===== src/rtl/pipelined_prefix_addsub.sv =====
// pipelined_prefix_addsub
// Pipelined Kogge-Stone adder/subtractor with a valid/ready handshake on both sides.
// Stage 0 conditions the operands. Stages 1..LEVELS each register one prefix level.
// The final stage registers the sum and the status flags.
// Latency is LEVELS+2 cycles and throughput is one beat per cycle.
// The whole pipeline stalls together when the output is held.
//
// Ports:
//   clk, rst_n            rising-edge clock, asynchronous active-low reset
//   in_valid / in_ready   operand beat handshake (in_ready is combinational)
//   in_a, in_b            operands, WIDTH bits
//   in_cin                carry-in, used in add mode only
//   in_sub                1 = A-B, 0 = A+B+cin
//   out_valid / out_ready result beat handshake
//   out_sum               result, WIDTH bits
//   out_cout              carry out (add) / not-borrow (sub)
//   out_ovf               signed two's-complement overflow
//   out_zero              out_sum == 0
//
// Optional build macro: PREFIX_ADDSUB_SAT_EN.
// When it is defined, an overflowing result saturates to the signed limit selected by
// the sign of A. out_ovf still reports the overflow, and out_zero follows the saturated value.

module pipelined_prefix_addsub #(
    parameter int unsigned WIDTH  = 32,
    parameter int unsigned LEVELS = $clog2(WIDTH)
) (
    input  logic             clk,
    input  logic             rst_n,
    input  logic             in_valid,
    output logic             in_ready,
    input  logic [WIDTH-1:0] in_a,
    input  logic [WIDTH-1:0] in_b,
    input  logic             in_cin,
    input  logic             in_sub,
    output logic             out_valid,
    input  logic             out_ready,
    output logic [WIDTH-1:0] out_sum,
    output logic             out_cout,
    output logic             out_ovf,
    output logic             out_zero
);

    // Elaboration-time parameter sanity
    if (WIDTH < 4 || WIDTH > 64 || (WIDTH & (WIDTH - 1)) != 0) begin : g_bad_width
        $error("pipelined_prefix_addsub: WIDTH must be a power of two in 4..64");
    end
    if (LEVELS != $clog2(WIDTH)) begin : g_bad_levels
        $error("pipelined_prefix_addsub: LEVELS is derived and must not be overridden");
    end

    // Global stall: every register advances only when the output slot is free or draining
    logic advance;
    assign advance  = ~out_valid | out_ready;
    assign in_ready = advance;

    // Stage 0 operand conditioning; carry-in is folded into the bit-0 generate
    logic [WIDTH-1:0] b_c;
    logic [WIDTH-1:0] p_c;
    logic [WIDTH-1:0] g_c;
    logic             c0_c;

    assign b_c  = in_sub ? ~in_b : in_b;
    assign c0_c = in_sub | in_cin;
    assign p_c  = in_a ^ b_c;
    assign g_c  = (in_a & b_c) | {{(WIDTH-1){1'b0}}, p_c[0] & c0_c};

    // Pipeline registers; index k holds the state after prefix level k (0 = conditioned operands)
    logic [LEVELS:0]              vld_q;
    logic [LEVELS:0]              c0_q;
    logic [LEVELS:0][WIDTH-1:0]   porig_q;
    logic [LEVELS:0][WIDTH-1:0]   g_q;
    logic [LEVELS-1:0][WIDTH-1:0] pg_q;
`ifdef PREFIX_ADDSUB_SAT_EN
    logic [LEVELS:0]              amsb_q;
`endif

    logic [LEVELS:0][WIDTH-1:0]   g_nxt;
    logic [LEVELS-1:0][WIDTH-1:0] pg_nxt;

    assign g_nxt[0]  = g_c;
    assign pg_nxt[0] = p_c;

    // Kogge-Stone levels. Bits below the span pass through.
    // The group propagate is not needed after the last level.
    for (genvar k = 1; k <= LEVELS; k++) begin : g_level
        localparam int unsigned D = 2 ** (k - 1);
        assign g_nxt[k] = g_q[k-1] | (pg_q[k-1] & (g_q[k-1] << D));
        if (k < LEVELS) begin : g_prop
            localparam logic [WIDTH-1:0] LO_MASK = WIDTH'((65'd1 << D) - 65'd1);
            assign pg_nxt[k] = pg_q[k-1] & ((pg_q[k-1] << D) | LO_MASK);
        end
    end

    // Sum stage: every group generate already includes the carry-in
    logic [WIDTH-1:0] carry_c;
    logic [WIDTH-1:0] sum_nxt;
    logic             cout_nxt;
    logic             ovf_nxt;

`ifdef PREFIX_ADDSUB_SAT_EN
    localparam logic [WIDTH-1:0] SAT_POS = {1'b0, {(WIDTH-1){1'b1}}};
    localparam logic [WIDTH-1:0] SAT_NEG = {1'b1, {(WIDTH-1){1'b0}}};
`endif

    always_comb begin
        carry_c  = {g_q[LEVELS][WIDTH-2:0], c0_q[LEVELS]};
        cout_nxt = g_q[LEVELS][WIDTH-1];
        ovf_nxt  = carry_c[WIDTH-1] ^ cout_nxt;
        sum_nxt  = porig_q[LEVELS] ^ carry_c;
`ifdef PREFIX_ADDSUB_SAT_EN
        if (ovf_nxt) begin
            sum_nxt = amsb_q[LEVELS] ? SAT_NEG : SAT_POS;
        end
`endif
    end

    // All pipeline and output registers
    always_ff @(posedge clk or negedge rst_n) begin
        if (!rst_n) begin
            vld_q     <= '0;
            c0_q      <= '0;
            porig_q   <= '0;
            g_q       <= '0;
            pg_q      <= '0;
`ifdef PREFIX_ADDSUB_SAT_EN
            amsb_q    <= '0;
`endif
            out_valid <= 1'b0;
            out_sum   <= '0;
            out_cout  <= 1'b0;
            out_ovf   <= 1'b0;
            out_zero  <= 1'b0;
        end else if (advance) begin
            vld_q     <= {vld_q[LEVELS-1:0], in_valid};
            c0_q      <= {c0_q[LEVELS-1:0], c0_c};
            porig_q   <= {porig_q[LEVELS-1:0], p_c};
            g_q       <= g_nxt;
            pg_q      <= pg_nxt;
`ifdef PREFIX_ADDSUB_SAT_EN
            amsb_q    <= {amsb_q[LEVELS-1:0], in_a[WIDTH-1]};
`endif
            out_valid <= vld_q[LEVELS];
            // Result fields only load with a real beat so bubbles leave them untouched
            if (vld_q[LEVELS]) begin
                out_sum  <= sum_nxt;
                out_cout <= cout_nxt;
                out_ovf  <= ovf_nxt;
                out_zero <= ~|sum_nxt;
            end
        end
    end

endmodule


===== config.mk =====
export PLATFORM = sky130hd
export DESIGN_NAME = pipelined_prefix_addsub
export DESIGN_NICKNAME = d
export VERILOG_FILES = /design/src/rtl/pipelined_prefix_addsub.sv
export SDC_FILE = /design/constraint.sdc
export NUM_CORES = 1
export LEC_CHECK = 0
export BUFFER_PORTS_ARGS = -buffer_cell sky130_fd_sc_hd__buf_2
export CORE_ASPECT_RATIO = 0.7
export CORE_MARGIN = 2
export CORE_UTILIZATION = 55
export DETAILED_ROUTE_END_ITERATION = 6
export HOLD_SLACK_MARGIN = 0.03
export PLACE_DENSITY_LB_ADDON = 0.3
export SLEW_MARGIN = 0
export SYNTH_ARGS = -nofsm -noshare
export SYNTH_HDL_FRONTEND = slang
export SYNTH_SLANG_ARGS = --single-unit

===== constraint.sdc =====
create_clock -name clk -period 1.3 [get_ports clk]
set_clock_uncertainty 0.15 [all_clocks]
set_input_delay 0.065 -clock clk [delete_from_list [all_inputs] [get_ports clk]]
set_output_delay 0.065 -clock clk [all_outputs]
set_load 0.005 [all_outputs]

# After elaboration in Yosys (flattened, before gate mapping)
# Index checks and enable logic that the tools add are counted.
# word_totals
out_inout_bits,37
elab_cells,51
in_bits,70
regBits,560
# op_classes
bitwise_logic,24
muxes,1
n_reduce_logical,3
# op_table
operator,n
$and A32 B32 Y32,10
$or A32 B32 Y32,5
$xor A32 B32 Y32,2
$mux W32,1
$not A32 Y32,1
$or A32 B1 Y32,1
$reduce_or A32 Y1,1
$or A1 B1 Y1,2
$reduce_and A2 Y1,1
$and A1 B1 Y1,1
$logic_not A1 Y1,1
$not A1 Y1,1
$xor A1 B1 Y1,1

# Depth between registers and ports, before layout
# depth
depth_word,5
mapped_depth,7
depth_no_buf,5

# Least setup slack after synthesis
# OpenSTA, ideal clock, no wires.
# synth_timing
path_kind,flip-flop to flip-flop
startpoint,reg out_valid
endpoint,reg g_q[92] in the netlist's numbering
synth_period_minus_slack_ns,1.413
path_buffers,4
setup_slack_ns,-0.113
setup_time_ns,0.136
required_ns,1.014
path_stages_with_launch,8
t_arrival_ns,1.127
cell_sequence,dfrtp_1 nor2b_4 buf_6 buf_8 buf_8 buf_6 nand2_1 o21ai_0
# synth_between
elab_chain_cells,2
# synth_lines
item,line_no,rtl
"start, declared",36,"output logic out_valid,"
"start signal, assigned",143,out_valid <= vld_q[LEVELS];
$not A1 Y1,54,assign advance = ~out_valid | out_ready;
$or A1 B1 Y1,54,
"end signal, assigned",138,g_q <= g_nxt;
"end, declared",72,logic [LEVELS:0][WIDTH-1:0] g_q;
# Every way passes these cells.
# A chain may end at the register's enable or synchronous reset.

# Final worst setup path
# layout_timing
startpoint,reg out_valid
endpoint,out in_ready
# layout_between
elab_chain_cells,2
# layout_lines
item,line_no,rtl
$not A1 Y1,54,
$or A1 B1 Y1,54,
"end, declared",31,"output logic in_ready,"
# Every way passes these cells.

==> results_dict.tcl <==
set metrics [dict create \
    dieHeight_um 170 \
    holdCritPathClass "primary input to asynchronous set/reset pin" \
    cp-start-kind "flop" \
    rsz0062_at_grt "true" \
    grt.overflow.total 0 \
    num_rows 60 \
    status "finished, violations left" \
    clk_pin_slew_ns 0.06 \
    htree_levels 2 \
    syn_inst 2317 \
    crit_path_top_delay_cell "dfrtp_1" \
    synth_nets 2419 \
    vias 17500 \
    gp_congestion 0.895 \
    clock_latency_ns 0.59 \
    grt_max_degree 67 \
    worst_slew_pin_slew_ns 0.405 \
    tns_ns -166.12 \
    synth_area_leaders "dfrtp_1 (61%), nand2_1 (20%), a21oi_1 (3.0%)" \
    grt_use_total_pct 29.4 \
    fin_util_pct 70.5 \
    synth_seq_cells 530 \
    powerDensity_nw_per_um2 2340 \
    max-cap-violations 0 \
    slowest_delay_ns 0.34 \
    die_w_um 241 \
    violations "negative hold slack, negative setup slack" \
    syn_avg_cell_area_um2 9.33 \
    drtPass1Iterations 6 \
    ir_drop_mv 1.20 \
    period_share_pct 136 \
    yosysWarnings 0 \
    layout.nets 2712 \
    clock-root-buffer "clkbuf_16" \
    finalSetupViolCount 553 \
    crit_path_end_kind "primary output" \
    stdcell_count 3177 \
    antenna_found_initial 1 \
    grt_first_pass_wirelength_mm 94.3 \
    cts_buffer_depth 3 \
    io_pins 107 \
    drt_iter0_markers 1890 \
    synth_top_cell_area_share_pct 61.3 \
    syn2layout_area_growth_pct 25.8 \
    die_area_um2 40900 \
    antenna_cells 0 \
    route.detailed.drc 0 \
    wl_per_cell_um 18.4 \
    holdWs_ns -0.156 \
    cts_tree "yes" \
    arrival_ns 1.56 \
    totalWireLength_mm 58.3 \
    syn_area_um2 21600 \
    core-area_um2 38600 \
    drv_slew 0 \
    fmax_mhz 564 \
    critical_path_class "flop to primary output" \
    dp_cells 2957 \
    path_cells "nor2b_4, inv_8, buf_16, buf_12, buf_6" \
    postRouteAntennaNets 0 \
    hold_viol_final 22 \
    synth_cell_type_count 26 \
    clock-sinks 530 \
    numCtsBuffers 49 \
    pre_cts_slack_ns -0.341 \
    setup_ws_ns -0.474 \
    required_ns 1.09 \
    relSlewSlack_pct 73.0 \
    dp_hpwl_mm 35.6 \
    cp_max_fo 3 \
    start_util_pct 56.0 \
    synth_seq_area_share_pct 61.3 \
    fin_crit_ns 1.77 \
    drt-vias-per-instance 5.50 \
    portBuffers 106 \
    leakage_nw 14.0 \
    cts_hold_buf 68 \
    synth_area_leader_cell "dfrtp_1" \
    drive_above_1_share_pct 15.4 \
    grt_pass1_vias 17500 \
]
timing repair:
item | CTS | global route
pin swaps | 1 | 0
buffers inserted | 23 | 4
gates resized for setup | 94 | 3
gates cloned | 34 | 1
endpoints found under the setup margin | 560 | 567
endpoints found under the hold margin | 600 | 22
cell type report:
class,count,area (um^2)
Fill cell,2705,11400
Multi-Input combinational cell,1664,7480
Timing Repair Buffer,363,4150
Clock buffer,76,1500
Sequential cell,530,13300
Clock inverter,15,134
Inverter,2,15.0
Tap cell,527,659
stage by stage:
stage               cell area [um^2]  total power, mW  hold slack (ns)
floorplan                      21600             37.3           -0.381
global route                   27200             67.3           -0.157
detailed placement             23300             44.9           -0.156
CTS                            27100             62.9           -0.163
global placement               23300             44.0           -0.152
finish                         27200             63.7           -0.156
synth_stat cells:
library cell	number
o21ai_0	124
clkbuf_1	17
nor3_1	2
ha_1	32
o21ai_1	38
buf_8	3
clkbuf_2	1
buf_2	42
xor2_1	32
xnor2_1	33
nand2b_1	1
buf_6	54
a32o_1	1
nor2_1	4
nor4_1	1
dfrtp_1	530
nor2b_4	1
inv_1	2
nand3_1	100
a31oi_1	1
a21oi_1	129
buf_4	4
and2_1	1
nand4_1	7
o21a_1	1
nand2_1	1156
kinds of logic (layout without fill, tap and decap cells):
| group | count (synthesis) | after routing | share of synthesized area, % |
|---|---|---|---|
| and+or+nand+nor | 1273 | 1273 | 22.9 |
| DFF | 530 | 530 | 61.3 |
| AOI/OAI and AO/OA | 294 | 294 | 6.85 |
| buffers and inverters | 123 | 456 | 4.48 |
| xor gates and xnor gates | 65 | 65 | 2.63 |
| adders and majority gates | 32 | 32 | 1.85 |
critical path: cells and delay by family (launching register included):
| kind | cells | cell delay (ns) |
|---|---|---|
| DFF | 1 | 0.34 |
| buffers and inverters | 4 | 0.41 |
| and+or+nand+nor | 1 | 0.24 |
cell usage in the layout (no fill, tap or decap), types with 2 or more instances in the layout:
master         netlist  layout
a21oi_1            129     129
buf_12               0      40
buf_16               0      20
buf_2               42     104
buf_4                4      88
buf_6               54      15
buf_8                3       8
bufbuf_16            0      19
bufinv_16            0       2
clkbuf_1            17      12
clkbuf_16            0      52
clkbuf_8             0      13
clkinv_2             0      10
clkinvlp_4           0       2
dfrtp_1            530     530
dlygate4sd3_1        0      68
ha_1                32      32
nand2_1           1156    1127
nand2_2              0      29
nand3_1            100     100
nand4_1              7       7
nor2_1               4       4
o21ai_0            124      44
o21ai_1             38     118
xnor2_1             33      33
xor2_1              32      32
sequential cells by signal (all words and copies together) (netlist names):
name,cells
pg_q,100
out_sum,32
out_valid,1
cout_nxt,1
porig_q,190
out_ovf,1
c0_q,6
out_cout,1
carry_c,31
g_q,160
vld_q,6
out_zero,1
layer usage:
metal / vias to the layer above / GRT usage [%] / part of all wire (%)
li1: 8036 / - / -
met2: 731 / 46.2 / 46
met4: 2 / 8.86 / 3.1
met3: 167 / 5.90 / 8.1
met5: - / 0 / 0.015
met1: 8537 / 41.8 / 43
report_power, final:
part	switching, mW	internal [mW]
clock	6.28	8.34
sequential	5.86	22.9
combinational	10.4	9.84
path summary, 6_finish.rpt:
check | startpoint | endpoint | slack, ns | cells past startpoint
worst max-delay path | out_valid$_DFFE_PN0N_ | in_ready | -0.47 | 5
worst min-delay path | rst_n | g_q[145]$_DFFE_PN0N_ | -0.16 | 2
worst max register to register | out_valid$_DFFE_PN0N_ | pg_q[124]$_DFFE_PN0N_ | -0.45 | 6
worst min register to register | porig_q[34]$_DFFE_PN0N_ | porig_q[34]$_DFFE_PN0N_ | 0.32 | 2
max in group asynchronous | rst_n | out_valid$_DFFE_PN0N_ | 0.42 | 3
min in group clk | in_b[18] | porig_q[18]$_DFFE_PN0N_ | -0.14 | 5
No activity file was read; power rests on OpenSTA's default activity.
